==> src/rtl/ysyx_24090012_pkg.sv <==
// Shared NPC definitions: WBU FSM states, machine-mode CSR addresses and trap causes.
package ysyx_24090012_pkg;

    typedef enum logic [1:0] {
        WBU_IDLE    = 2'd0,
        WBU_EXEC    = 2'd1,
        WBU_CSR_REQ = 2'd2,
        WBU_COMMIT  = 2'd3
    } wbu_state_t;

    localparam logic [11:0] CSR_MSTATUS   = 12'h300;
    localparam logic [11:0] CSR_MTVEC     = 12'h305;
    localparam logic [11:0] CSR_MEPC      = 12'h341;
    localparam logic [11:0] CSR_MCAUSE    = 12'h342;
    localparam logic [11:0] CSR_MVENDORID = 12'hf11;
    localparam logic [11:0] CSR_MARCHID   = 12'hf12;

    localparam logic [31:0] CAUSE_ECALL_M = 32'h0000000b;

endpackage

==> src/rtl/ysyx_24090012_wbu.sv <==
// Write-back unit: GPR write, CSR/ECALL forwarding, then next-PC hand-off to IFU.
// Optional retire counter enabled by YSYX_24090012_WBU_RETIRE_CNT_EN.
module ysyx_24090012_wbu
    import ysyx_24090012_pkg::*;
(
    input  logic        clk,
    input  logic        rst,
    input  logic        in_valid,
    output logic        in_ready,
    input  logic [31:0] in_pc,
    input  logic [31:0] in_dnpc,
    input  logic [4:0]  in_rd,
    input  logic [31:0] in_rd_wdata,
    input  logic        in_rd_wen,
    input  logic [11:0] in_csr_addr,
    input  logic [31:0] in_csr_wdata,
    input  logic        in_csr_wen,
    input  logic        in_is_ecall,
    output logic [4:0]  rf_waddr,
    output logic [31:0] rf_wdata,
    output logic        rf_wen,
    output logic        wbu_csr_valid,
    input  logic        wbu_csr_ready,
    output logic [11:0] wbu_csr_addr,
    output logic [31:0] csr_wdata,
    output logic        csr_wen,
    output logic        is_ecall,
    output logic [31:0] pc,
    output logic        commit_valid,
    input  logic        commit_ready,
    output logic [31:0] commit_dnpc
`ifdef YSYX_24090012_WBU_RETIRE_CNT_EN
    ,
    output logic [63:0] retire_cnt
`endif
);

    wbu_state_t  state;
    logic [31:0] pc_q;
    logic [31:0] dnpc_q;
    logic [4:0]  rd_q;
    logic [31:0] rd_wdata_q;
    logic [11:0] csr_addr_q;
    logic [31:0] csr_wdata_q;
    logic        csr_wen_q;
    logic        is_ecall_q;
    logic        rf_wen_q;
    logic        csr_valid_q;
    logic        commit_valid_q;

    always_ff @(posedge clk or negedge rst) begin
        if (!rst) begin
            state          <= WBU_IDLE;
            pc_q           <= '0;
            dnpc_q         <= '0;
            rd_q           <= '0;
            rd_wdata_q     <= '0;
            csr_addr_q     <= '0;
            csr_wdata_q    <= '0;
            csr_wen_q      <= 1'b0;
            is_ecall_q     <= 1'b0;
            rf_wen_q       <= 1'b0;
            csr_valid_q    <= 1'b0;
            commit_valid_q <= 1'b0;
        end else begin
            case (state)
                WBU_IDLE: begin
                    if (in_valid) begin
                        pc_q        <= in_pc;
                        dnpc_q      <= in_dnpc;
                        rd_q        <= in_rd;
                        rd_wdata_q  <= in_rd_wdata;
                        csr_addr_q  <= in_csr_addr;
                        csr_wdata_q <= in_csr_wdata;
                        csr_wen_q   <= in_csr_wen;
                        is_ecall_q  <= in_is_ecall;
                        // Strobe decided at accept so it is a clean flop output in EXEC.
                        rf_wen_q    <= in_rd_wen && (in_rd != '0);
                        state       <= WBU_EXEC;
                    end
                end
                WBU_EXEC: begin
                    rf_wen_q <= 1'b0;
                    if (csr_wen_q || is_ecall_q) begin
                        csr_valid_q <= 1'b1;
                        state       <= WBU_CSR_REQ;
                    end else begin
                        commit_valid_q <= 1'b1;
                        state          <= WBU_COMMIT;
                    end
                end
                WBU_CSR_REQ: begin
                    if (wbu_csr_ready) begin
                        csr_valid_q    <= 1'b0;
                        commit_valid_q <= 1'b1;
                        state          <= WBU_COMMIT;
                    end
                end
                WBU_COMMIT: begin
                    if (commit_ready) begin
                        commit_valid_q <= 1'b0;
                        state          <= WBU_IDLE;
                    end
                end
                default: begin
                    rf_wen_q       <= 1'b0;
                    csr_valid_q    <= 1'b0;
                    commit_valid_q <= 1'b0;
                    state          <= WBU_IDLE;
                end
            endcase
        end
    end

    // Reset held low must also hide the IDLE-state ready.
    assign in_ready      = rst && (state == WBU_IDLE);

    assign rf_wen        = rf_wen_q;
    assign wbu_csr_valid = csr_valid_q;
    assign commit_valid  = commit_valid_q;

    assign rf_waddr      = rd_q;
    assign rf_wdata      = rd_wdata_q;
    assign wbu_csr_addr  = csr_addr_q;
    assign csr_wdata     = csr_wdata_q;
    assign csr_wen       = csr_wen_q;
    assign is_ecall      = is_ecall_q;
    assign pc            = pc_q;
    assign commit_dnpc   = dnpc_q;

`ifdef YSYX_24090012_WBU_RETIRE_CNT_EN
    logic [63:0] retire_cnt_q;

    always_ff @(posedge clk or negedge rst) begin
        if (!rst) begin
            retire_cnt_q <= '0;
        end else if (commit_valid_q && commit_ready) begin
            retire_cnt_q <= retire_cnt_q + 64'd1;
        end
    end

    assign retire_cnt = retire_cnt_q;
`endif

endmodule

==> config.mk <==
export PLATFORM = sky130hd
export DESIGN_NAME = ysyx_24090012_wbu
export DESIGN_NICKNAME = d
export VERILOG_FILES = /design/src/rtl/ysyx_24090012_pkg.sv /design/src/rtl/ysyx_24090012_wbu.sv
export SDC_FILE = /design/constraint.sdc
export NUM_CORES = 1
export LEC_CHECK = 0
export ABC_CLOCK_PERIOD_IN_PS = 2200
export CORE_MARGIN = 8
export CORE_UTILIZATION = 41
export CTS_BUF_LIST = sky130_fd_sc_hd__clkbuf_16
export DETAILED_ROUTE_END_ITERATION = 8
export MAX_ROUTING_LAYER = met4
export PLACE_DENSITY_LB_ADDON = 0.1
export SYNTH_ARGS = -nofsm -noshare
export SYNTH_HDL_FRONTEND = slang
export SYNTH_SLANG_ARGS = --single-unit
==> constraint.sdc <==
create_clock -name clk -period 2.2 [get_ports clk]
set_clock_uncertainty 0.05 [all_clocks]
set_input_delay 0.55 -clock clk [delete_from_list [all_inputs] [get_ports clk]]
set_output_delay 0.55 -clock clk [all_outputs]
set_load 0.02 [all_outputs]
==> results.ini <==
[grt]
track_usage_pct=18.8
grt_max_degree=153
grt-ovfl-total=0
grt_antenna_before_repair=0
grt_pass1_wl_um=27600
grt_pass1_vias=4699

[synth]
synth_area_um2=6480
synth_top_area_share_pct=58.7
syn_inst=349
yosysSeqAreaShare_pct=58.7
syn_avg_cell_area_um2=18.6
ys_seq_elements=152
synth.area.top_cells=dfrtp_1 59%, mux2_4 30%, buf_12 3.4%, mux2_2 3.1%, ha_1 0.97%
yosysTopAreaCell=dfrtp_1
synth_warnings=0
synth_nets=507
synth.distinct_cells=26

[clocking]
cts_tree=built
htree_levels=4
cts_buffers=17
path_clk_slew_ns=0.06
post-cts-setup-buffers=0
clock-root-buffer=clkbuf_16
cts_sinks=152
clockBufferDepth=2
insertion_delay_ns=0.41

[detailed_routing]
ant_nets=0
drt-initial-drc-count=172
firstDrtPassIters=4
wl_met1_um=7300
routed_via_density=4.63
route.vias.total=4152
wl_met3_um=1150
drc=0
routed_wl_um=18200
post_drt_wl_per_cell_um=20.3
dr_wl_met2_um=9390
highest_layer=met4

[min_path]
min_path_type=input port to asynchronous set/reset pin

[power_and_ir_drop]
p_leak_nw=4.75
finalPower_mw=16.4
vdd_ir_drop_max_v=0.000977
power-per-cell-area_nw_per_um2=1600

[final_layout]
drive_gt1_share_pct=29.3
nets=828
layout_commonest_cell=clkdlybuf4s50_1
fin_area_um2=10300
fin_cells=897
fin_util_pct=65.6
final_cell_mix=301 x clkdlybuf4s50_1, 151 x dfrtp_1, 130 x mux2_4
nFillCells=1133
area_delta_synth_final_pct=58.4

[timing]
slew-limit-headroom_pct=44.0
period_needed_ns=2.12
drv_slew=0
timing.final.crit_share_pct=96.2
finalSetupViolations=0
tns_ns=0
setup_ws_ns=0.0830
hold_viol_final=0
fmax_mhz=472
fin_hold_ws_ns=0.157
tightest_slew_ns=0.840
rsz0062_at_grt=no

[placed_design]
place_inst=867
gp_congestion=0.808
post-dp-hpwl_um=13500
placed_cell_area_um2=9720
dp_slack_ns=0.0613
port_buffers=303

[worst_setup_path]
endpoint_kind=output port
r2r_cells=6
critPathRequiredTime_ns=1.60
r2r_slack_ns=0.42
start_kind=flop
worstSetupPathType=flop to output port
arrival_ns=1.52
path_max_fanout=5

[floorplanning]
die_height_um=142
coreArea_um2=15700
die_w_um=142
die-area_um2=20100
num_io_pins=304
initial_core_util_pct=41.4
rows=46

[run]
cap_violations=0

[run_status]
outcome=completed

## sequential cells by signal (all words and copies together) (netlist names), 2 cells and up
| signal | cells |
|---|---|
| commit_dnpc | 32 |
| csr_wdata | 32 |
| pc | 32 |
| rf_waddr | 5 |
| rf_wdata | 32 |
| state | 2 |
| wbu_csr_addr | 12 |
## layout make-up
class | count | area [um2] | share of cell area [%]
sequential | 152 | 3800 | 37.1
clock buffer | 17 | 425 | 4.14
antenna | 1 | 2.50 | 0.0244
clock inverter | 12 | 113 | 1.10
multi-input combinational | 176 | 2390 | 23.3
timing repair buffer | 319 | 3240 | 31.6
inverter | 4 | 15.0 | 0.146
tap | 216 | 270 | 2.63
## path summary, 6_finish.rpt
path / startpoint / end
min in group clk: csr_wdata[22]$_DFFE_PN0P_ / csr_wdata[22]$_DFFE_PN0P_
max in group asynchronous: rst / state[1]$_DFFE_PN0P_
min: rst / csr_wdata[31]$_DFFE_PN0P_
max reg2reg: state[1]$_DFFE_PN0P_ / rf_wdata[18]$_DFFE_PN0P_
max: state[1]$_DFFE_PN0P_ / in_ready
min reg2reg: csr_wdata[22]$_DFFE_PN0P_ / csr_wdata[22]$_DFFE_PN0P_
## cell families after synthesis
kind of cell    count (synthesis)  share of synthesized area, %
compound gates                 11                          1.24
mux                           149                          33.4
flops                         152                          58.7
buf+inv                        21                          4.58
fa+ha+maj                       5                         0.965
simple gates                   11                          1.12
## worst max-delay path: stages (launching register included)
cell and delay (ns):
dfrtp_2 0.44, inv_2 0.09, ha_2 0.19, and2_1 0.13, clkdlybuf4s15_2 0.27
## synth_stat cells, drive strengths merged
cell     number
dfrtp       152
mux2        148
buf          17
ha            5
inv           4
nor2b         3
a211oi        2
nand2         2
nor3          2
o21ai         2
o41ai         2
a21oi         1
and2          1
mux2i         1
nor2          1
o211ai        1
o21a          1
o2bb2ai       1
o31a          1
or2           1
or4           1
## power breakdown
part / internal [mW] / leakage (nW) / switching, mW
logic: 4.97 / 2.68 / 3.65
registers: 4.25 / 1.80 / 0.848
clock network: 1.63 / 0.270 / 1.10
total: 10.8 / 4.75 / 5.59
## routing by layer
layer | GRT usage, % | up-vias
met5 | - | -
met4 | 6.73 | 0
met3 | 6.05 | 23
met2 | 31.0 | 161
met1 | 21.1 | 2099
li1 | - | 1869
## repair_timing
item,in CTS,in global routing
hold buffers,0,0
resized for setup,4,3
endpoints found under the setup margin,1,1
Power figures use the tool's default switching activity.
